--- config.mk ---
export PLATFORM = sky130hd
export DESIGN_NAME = memory_access
export DESIGN_NICKNAME = d
export VERILOG_FILES = /design/src/rtl/memory_access.sv
export SDC_FILE = /design/constraint.sdc
export NUM_CORES = 1
export LEC_CHECK = 0
export ABC_AREA = 1
export BUFFER_PORTS_ARGS = -buffer_cell sky130_fd_sc_hd__buf_4
export CAP_MARGIN = 30
export CORE_MARGIN = 2
export CORE_UTILIZATION = 54
export CTS_BUF_LIST = sky130_fd_sc_hd__clkbuf_4 sky130_fd_sc_hd__clkbuf_8 sky130_fd_sc_hd__clkbuf_16
export DETAILED_ROUTE_END_ITERATION = 7
export HOLD_SLACK_MARGIN = 0.05
export PLACE_DENSITY = 0.84
export SYNTH_ARGS = -nofsm -noshare
export SYNTH_HDL_FRONTEND = slang
export SYNTH_SLANG_ARGS = --single-unit
--- constraint.sdc ---
create_clock -name clk -period 2.56 [get_ports clk]
set_clock_uncertainty 0.05 [all_clocks]
set_input_delay 0.512 -clock clk [delete_from_list [all_inputs] [get_ports clk]]
set_output_delay 0.512 -clock clk [all_outputs]
set_load 0.01 [all_outputs]
--- src/rtl/memory_access.sv ---
// memory_access: pipeline MEM stage with a single-outstanding req/ready data port.
// Optional DMEM_TIMEOUT_EN adds a WAIT-state watchdog that retires with bus_error.
module memory_access #(
  parameter int TIMEOUT_CYCLES = 255,
  parameter int RD_W           = 5
) (
  input  logic            clk,
  input  logic            rst,
  input  logic            in_valid,
  input  logic [31:0]     alu_result,
  input  logic [31:0]     store_data,
  input  logic            mem_read,
  input  logic            mem_write,
  input  logic [2:0]      funct3,
  input  logic [RD_W-1:0] in_rd,
  input  logic            in_reg_write,
  output logic            mem_stall,
  output logic            dmem_req,
  output logic            dmem_we,
  output logic [31:0]     dmem_addr,
  output logic [3:0]      dmem_be,
  output logic [31:0]     dmem_wdata,
  input  logic            dmem_ready,
  input  logic [31:0]     dmem_rdata,
  output logic            wb_valid,
  output logic [31:0]     wb_data,
  output logic [RD_W-1:0] wb_rd,
  output logic            wb_reg_write,
  output logic            misaligned,
  output logic            bus_error
);

  localparam logic [0:0] S_IDLE = 1'b0;
  localparam logic [0:0] S_WAIT = 1'b1;

  logic [0:0]      state;
  logic            mem_op;
  logic            is_byte;
  logic            is_half;
  logic            is_word;
  logic            mis;
  logic [1:0]      off;
  logic [3:0]      be_n;
  logic [31:0]     wd_n;

  logic            l_load;
  logic            l_byte;
  logic            l_half;
  logic            l_uns;
  logic [1:0]      l_off;
  logic [RD_W-1:0] l_rd;
  logic            l_rw;

  logic [31:0]     rd_sh;
  logic [31:0]     ld_data;
  logic            to_hit;

  // Request decode from the execute-stage bundle
  always_comb begin
    mem_op  = in_valid & (mem_read | mem_write);
    off     = alu_result[1:0];
    is_byte = (funct3[1:0] == 2'b00);
    is_half = (funct3[1:0] == 2'b01);
    is_word = !is_byte && !is_half;
    mis     = (is_half & off[0]) | (is_word & (off != 2'b00));
    be_n    = 4'b1111;
    wd_n    = store_data;
    unique case (1'b1)
      is_byte: begin
        be_n = 4'b0001 << off;
        wd_n = {4{store_data[7:0]}};
      end
      is_half: begin
        be_n = 4'b0011 << off;
        wd_n = {2{store_data[15:0]}};
      end
      default: begin
        be_n = 4'b1111;
        wd_n = store_data;
      end
    endcase
  end

  // Lane select and sign/zero extension of the returned word
  always_comb begin
    rd_sh   = dmem_rdata >> {l_off, 3'b000};
    ld_data = rd_sh;
    unique case (1'b1)
      l_byte:  ld_data = l_uns ? {24'b0, rd_sh[7:0]}
                               : {{24{rd_sh[7]}}, rd_sh[7:0]};
      l_half:  ld_data = l_uns ? {16'b0, rd_sh[15:0]}
                               : {{16{rd_sh[15]}}, rd_sh[15:0]};
      default: ld_data = rd_sh;
    endcase
  end

`ifdef DMEM_TIMEOUT_EN
  logic [15:0] to_cnt;

  assign to_hit = (state == S_WAIT) && !dmem_ready &&
                  (to_cnt == 16'(TIMEOUT_CYCLES - 1));

  // Watchdog: counts unanswered WAIT cycles, idle value is zero
  always_ff @(posedge clk or negedge rst) begin
    if (!rst) begin
      to_cnt <= '0;
    end else if (state != S_WAIT || to_hit) begin
      to_cnt <= '0;
    end else if (!dmem_ready) begin
      to_cnt <= to_cnt + 16'd1;
    end
  end

  // Bus error pulses alongside the timeout retirement
  always_ff @(posedge clk or negedge rst) begin
    if (!rst) begin
      bus_error <= 1'b0;
    end else begin
      bus_error <= to_hit;
    end
  end
`else
  assign to_hit    = 1'b0;
  assign bus_error = 1'b0;
`endif

  assign mem_stall = ((state == S_IDLE) && mem_op && !mis) ||
                     ((state == S_WAIT) && !dmem_ready && !to_hit);

  // Stage control, memory request and write-back registers
  always_ff @(posedge clk or negedge rst) begin
    if (!rst) begin
      state        <= S_IDLE;
      dmem_req     <= 1'b0;
      dmem_we      <= 1'b0;
      dmem_addr    <= '0;
      dmem_be      <= '0;
      dmem_wdata   <= '0;
      l_load       <= 1'b0;
      l_byte       <= 1'b0;
      l_half       <= 1'b0;
      l_uns        <= 1'b0;
      l_off        <= '0;
      l_rd         <= '0;
      l_rw         <= 1'b0;
      wb_valid     <= 1'b0;
      wb_data      <= '0;
      wb_rd        <= '0;
      wb_reg_write <= 1'b0;
      misaligned   <= 1'b0;
    end else begin
      wb_valid   <= 1'b0;
      misaligned <= 1'b0;
      unique case (state)
        S_IDLE: begin
          if (in_valid && !mem_op) begin
            wb_valid     <= 1'b1;
            wb_data      <= alu_result;
            wb_rd        <= in_rd;
            wb_reg_write <= in_reg_write;
          end else if (mem_op && mis) begin
            wb_valid     <= 1'b1;
            misaligned   <= 1'b1;
            wb_data      <= alu_result;
            wb_rd        <= in_rd;
            wb_reg_write <= 1'b0;
          end else if (mem_op) begin
            state      <= S_WAIT;
            dmem_req   <= 1'b1;
            dmem_we    <= mem_write;
            dmem_addr  <= {alu_result[31:2], 2'b00};
            dmem_be    <= be_n;
            dmem_wdata <= wd_n;
            l_load     <= !mem_write;
            l_byte     <= is_byte;
            l_half     <= is_half;
            l_uns      <= funct3[2];
            l_off      <= off;
            l_rd       <= in_rd;
            l_rw       <= in_reg_write;
          end
        end
        S_WAIT: begin
          if (dmem_ready) begin
            state    <= S_IDLE;
            dmem_req <= 1'b0;
            wb_valid <= 1'b1;
            wb_rd    <= l_rd;
            if (l_load) begin
              wb_data      <= ld_data;
              wb_reg_write <= l_rw;
            end else begin
              wb_data      <= '0;
              wb_reg_write <= 1'b0;
            end
          end else if (to_hit) begin
            state        <= S_IDLE;
            dmem_req     <= 1'b0;
            wb_valid     <= 1'b1;
            wb_rd        <= l_rd;
            wb_data      <= dmem_addr;
            wb_reg_write <= 1'b0;
          end
        end
        default: state <= S_IDLE;
      endcase
    end
  end

endmodule

# After elaboration in Yosys (flattened, before gate mapping)
# Cells that the tools add are included.
[word_totals]
mem_count = 0
rom_bits = 0
latch_bits = 0
ram_bits = 0
in_bits = 111
wordCells = 88
ff_bits = 121
[op_classes]
shift = 3
addsub = 0
eq_ne = 6
n_mux = 35
reduce_logical = 18
multipliers = 0
bitwise_logic = 8
n_div = 0
order_cmp = 0
[op_table]
columns = ["cell", "n"]
rows = [
  ["$mux 32", 6],
  ["$pmux 32 s2", 3],
  ["$shr 32x5->32", 1],
  ["$mux 1", 17],
  ["$mux 5", 3],
  ["$pmux 5 s2", 1],
  ["$ne 2x2->1 const B", 4],
  ["$pmux 1 s2", 4],
  ["$pmux 4 s2", 1],
  ["$reduce_and 4->1", 2],
  ["$logic_and 1x1->1", 6],
  ["$logic_not 1->1", 6],
  ["$shl 1x2->4 const A", 1],
  ["$shl 2x2->4 const A", 1],
  ["$and 1x1->1", 3],
  ["$ne 3x1->1 const B", 1],
  ["$not 1->1", 3],
  ["$eq 2x1->1 const B", 1],
  ["$logic_not 2->1", 1],
  ["$or 1x1->1", 2],
  ["$reduce_and 2->1", 1],
  ["$reduce_bool 2->1", 1],
  ["$logic_or 1x1->1", 1],
]

# Longest topological paths before layout
[depth]
word_depth = 9
mapped_depth = 11
ltp_nobuf = 10

# Least setup slack after synthesis
# No wires, ideal clock.
[synth_timing]
path_kind = "input port to output port"
startpoint = "input port funct3[0]"
endpoint = "output port mem_stall"
path_stages = 7
path_buffers = 2
setup_slack_ns = 0.641
arrival_time_ns = 1.357
required_ns = 1.998
path_cell_list = "inv_1 > nor2_1 > nand2_1 > nand3_1 > buf_2 > buf_2 > o21ai_0"
[synth_between]
elab_chain_len = 8
[synth_rtl]
columns = ["element", "line", "rtl"]
rows = [
  ["start, declared", "14", "input logic [2:0] funct3,"],
  ["$eq 2x1->1 / $logic_not 2->1 (equally long branches)", "63, 62", ""],
  ["$logic_not 1->1", "64", "is_word = !is_byte && !is_half;"],
  ["$logic_and 1x1->1", "64", ""],
  ["$and 1x1->1", "65", "mis = (is_half & off[0]) | (is_word & (off != 2'b00));"],
  ["$or 1x1->1 *", "65", ""],
  ["$logic_not 1->1 *", "127", "assign mem_stall = ((state == S_IDLE) && mem_op && !mis) ||"],
  ["$logic_and 1x1->1 *", "127", ""],
  ["$logic_or 1x1->1 *", "127", ""],
  ["end, declared", "17", "output logic mem_stall,"],
]
# Mark *: on every way between the ends. The rest lies on a longest branch, timed or not.

# Worst setup path in the final report
[layout_timing]
startpoint = "register state"
endpoint = "output port mem_stall"
[layout_between]
elab_chain_len = 4
[layout_rtl]
columns = ["element", "line", "rtl"]
rows = [
  ["start, declared", "36", "logic [0:0] state;"],
  ["start signal, assigned", "133", "state <= S_IDLE;"],
  ["start signal, assigned", "168", "state <= S_WAIT;"],
  ["start signal, assigned", "185", "state <= S_IDLE;"],
  ["$not 1->1 (no line)", "-", ""],
  ["$logic_and 1x1->1 (2 in series)", "127", ""],
  ["$logic_or 1x1->1 *", "127", ""],
]
# Marked as above.

==> summary.txt <==
Hold path
  – Worst Hold Path Cells: 2
  – Worst hold path type: in2reg
  – Hold_sp: dmem_ready
  – Min-Delay Endpoint: state$_DFF_PN0_

Floorplanning
  – Initial Util: 55.36%
  – Cell Rows: 38
  – Top Ports: 223
  – Full die area: 0.01202 mm2
  – Core ar.: 0.01089 mm2
  – Die W: 109.6 um
  – Die Y: 109.6 um

STA
  – Measured slew at the worst slew-check pin: 0.5666 ns
  – Endpoints failing setup: 0
  – Pins Over Slew Limit: 0
  – FMAX: 423.7 MHz
  – Slew margin rel.: 62.23%
  – Crit share post-route: 92.20%
  – Setup TNS: 0 ns
  – Fin. Hold Viols: 0
  – RSZ-0062 raised after global routing: no
  – Final Critical Period: 2.360 ns
  – Final setup margin: 0.1997 ns

Synthesis
  – Async SR Flop Fraction: 100.0%
  – Post-synth top area share: 50.24%
  – Most frequent cells after synthesis: nand2_1 (332), dfrtp_1 (121), nor2_1 (72)
  – Most common flop cell mapped by yosys: dfrtp_1
  – Syn_area_per_cell: 7.487 um2
  – Post-Syn Area: 0.006027 mm2
  – Sequential share of the synthesized area: 50.24%
  – Top post-synthesis cells by area: dfrtp_1 (50%), nand2_1 (21%), nor2_1 (4.5%)
  – Top-count cell post-synth: nand2_1
  – Yosys cell types: 28
  – Largest area contributor in the netlist: dfrtp_1
  – Yosys warning total: 0
  – Gate Count Post-Synth: 805
  – Synth Register Bits: 121
  – Number of synthesized flops with an enable pin: 0

Drt
  – Avg WL per Cell: 15.34 um
  – Antenna violation net count after detailed routing: 0
  – Residual DRC count: 0
  – Via density: 5.244
  – Drt initial violations: 491
  – Vias: 6109
  – Routed wire length: 17.87 mm
  – First-pass DRT Iterations: 7

Clocking
  – Skew-Pair Late Insertion Delay: 0.52 ns
  – Clock root cell: clkbuf_8
  – CTS tree: done
  – Clock transition at path regs: 0.06 ns
  – Bufs on Longest Clock Path: 2
  – Total CTS buffers: 17
  – H-tree Lvls: 4
  – Post_cts resized: 0
  – CTS sink cnt: 121

Outcome
  – Status: completed

Finish
  – Final net count: 1124
  – Reg area: 0.003028 mm2
  – Antenna fix cells: 0
  – Layout area overhead: 38.24%
  – FILL cells: 830
  – Multi-input logic area: 0.002575 mm2
  – Layout cell share with drive strength beyond 1: 27.32%
  – Final Cell Area: 0.008332 mm2

GRT
  – Largest net degree at the start of global routing: 57
  – Global route overflow: 0
  – Gr usage total: 30.18%
  – Number of global-route vias before repair: 5597
  – Initial antenna violation count: 0
  – First-pass GRT wire length: 27.97 mm

Place
  – Placed standard-cell area: 0.007735 mm2
  – Post-detail-place hpwl: 12.67 mm
  – DP Worst Slack: 0.4214 ns
  – Buffers on Ports: 219
  – Routability Congestion: 0.8985

Critical path
  – Worst path required time: 2.00 ns
  – CP Capture Type: primary output
  – CP Max Fanout: 13
  – Reg2Reg Setup Slack: 0.61 ns
  – Setup crit start: state$_DFF_PN0_
  – R2R Path End: wb_data[14]$_DFFE_PN0P_
  – Arrival @ worst endpoint: 1.80 ns
  – R2R Path Start: l_off[1]$_DFFE_PN0P_
  – R2R cell count: 9
  – Crit path kind: reg2out
  – Crit path launch type: flip-flop

Job
  – Max Cap Viol: 0

Power
  – Power Total: 0.007653 W
  – P per Cell Area: 918.5 mW/mm2
  – Static Leak: 4.421 nW
  – Worst IR Drop VDD: 0.5195 mV
-- metrics by stage --
| stage | std cells | utilization, % | hold slack, ns |
|---|---|---|---|
| after global routing | 1165 | 76.52 | 0.1369 |
| after CTS | 1165 | 76.52 | 0.1281 |
| final | 1165 | 76.52 | 0.1346 |
| after global placement | 1133 | 71.04 | 0.4029 |
| after detailed placement | 1133 | 71.04 | 0.4083 |
| after floorplan | 807 | - | 0.1664 |
-- what timing repair did --
item	in CTS	in global routing
endpoints found under the hold margin	40	0
hold buffers	1	0
setup buffers	0	0
-- layout make-up --
| class | instances | share of cell area [%] |
|---|---|---|
| sequential | 121 | 36.34 |
| multi-input combinational | 590 | 30.91 |
| timing repair buffer | 237 | 21.53 |
| clock buffer | 17 | 4.971 |
| tap | 140 | 2.102 |
| clock inverter | 14 | 2.072 |
| inverter | 46 | 2.072 |
-- cell families after synthesis --
| logic type | Yosys count | synth area share [%] |
|---|---|---|
| and+or+nand+nor | 461 | 30.68 |
| AOI/OAI and AO/OA | 126 | 11.48 |
| DFF | 121 | 50.24 |
| buffers and inverters | 96 | 7.536 |
| other | 1 | 0.06222 |
-- worst max path at each step --
stage                              endpoint  slack [ns]  depth (start not counted)
floorplan                         mem_stall        0.64                          7
CTS                               mem_stall        0.21                          4
detailed placement  wb_data[26]$_DFFE_PN0P_        0.42                          9
finish                            mem_stall        0.20                          4
global route                      mem_stall        0.12                          4
global placement    wb_data[17]$_DFFE_PN0P_        0.53                          9
-- registers in the layout, summed over array words and instances (netlist names), 2 cells and up --
name,flops
dmem_wdata,32
l_off,2
dmem_be,4
wb_data,32
l_rd,5
dmem_addr,30
wb_rd,5
-- report_power, final --
group,switching (W),internal [W]
clock,0.000905,0.00148
sequential,0.000324,0.00243
combinational,0.00137,0.00114
total,0.00260,0.00505
-- cell usage in the layout (no fill, tap or decap), types with 2 or more instances in the layout --
cell type and count:
clkinv_1 2, inv_2 4, o22ai_1 6, a31oi_1 7, inv_6 3, nor2_2 2, nand3_4 3, dfrtp_1 121
clkbuf_16 16, clkinvlp_4 2, o21ai_0 45, a21oi_1 39, buf_4 235, o21ai_1 11, o21a_1 11, nor2_1 71
clkinv_2 3, o211ai_1 5, clkinv_4 3, conb_1 3, bufinv_16 3, nand4_1 6, nand3_1 43, nand2_1 331
inv_1 40
-- worst max-delay path, cell delays in order (launching register included) --
cell and delay, ns:
dfrtp_1 0.44, nor3_2 0.31, nand3_4 0.21, o21ai_0 0.16
buf_4 0.17
-- per-layer routing --
layer	global-route usage, %	wire length, um	vias to the layer above
met3	7.291	1501	32
li1	-	-	2963
met4	9.403	292	0
met1	41.74	7397	2840
met2	47.27	8681	274
met5	0	0	-
Note: power is estimated with default switching activity, not from simulation.
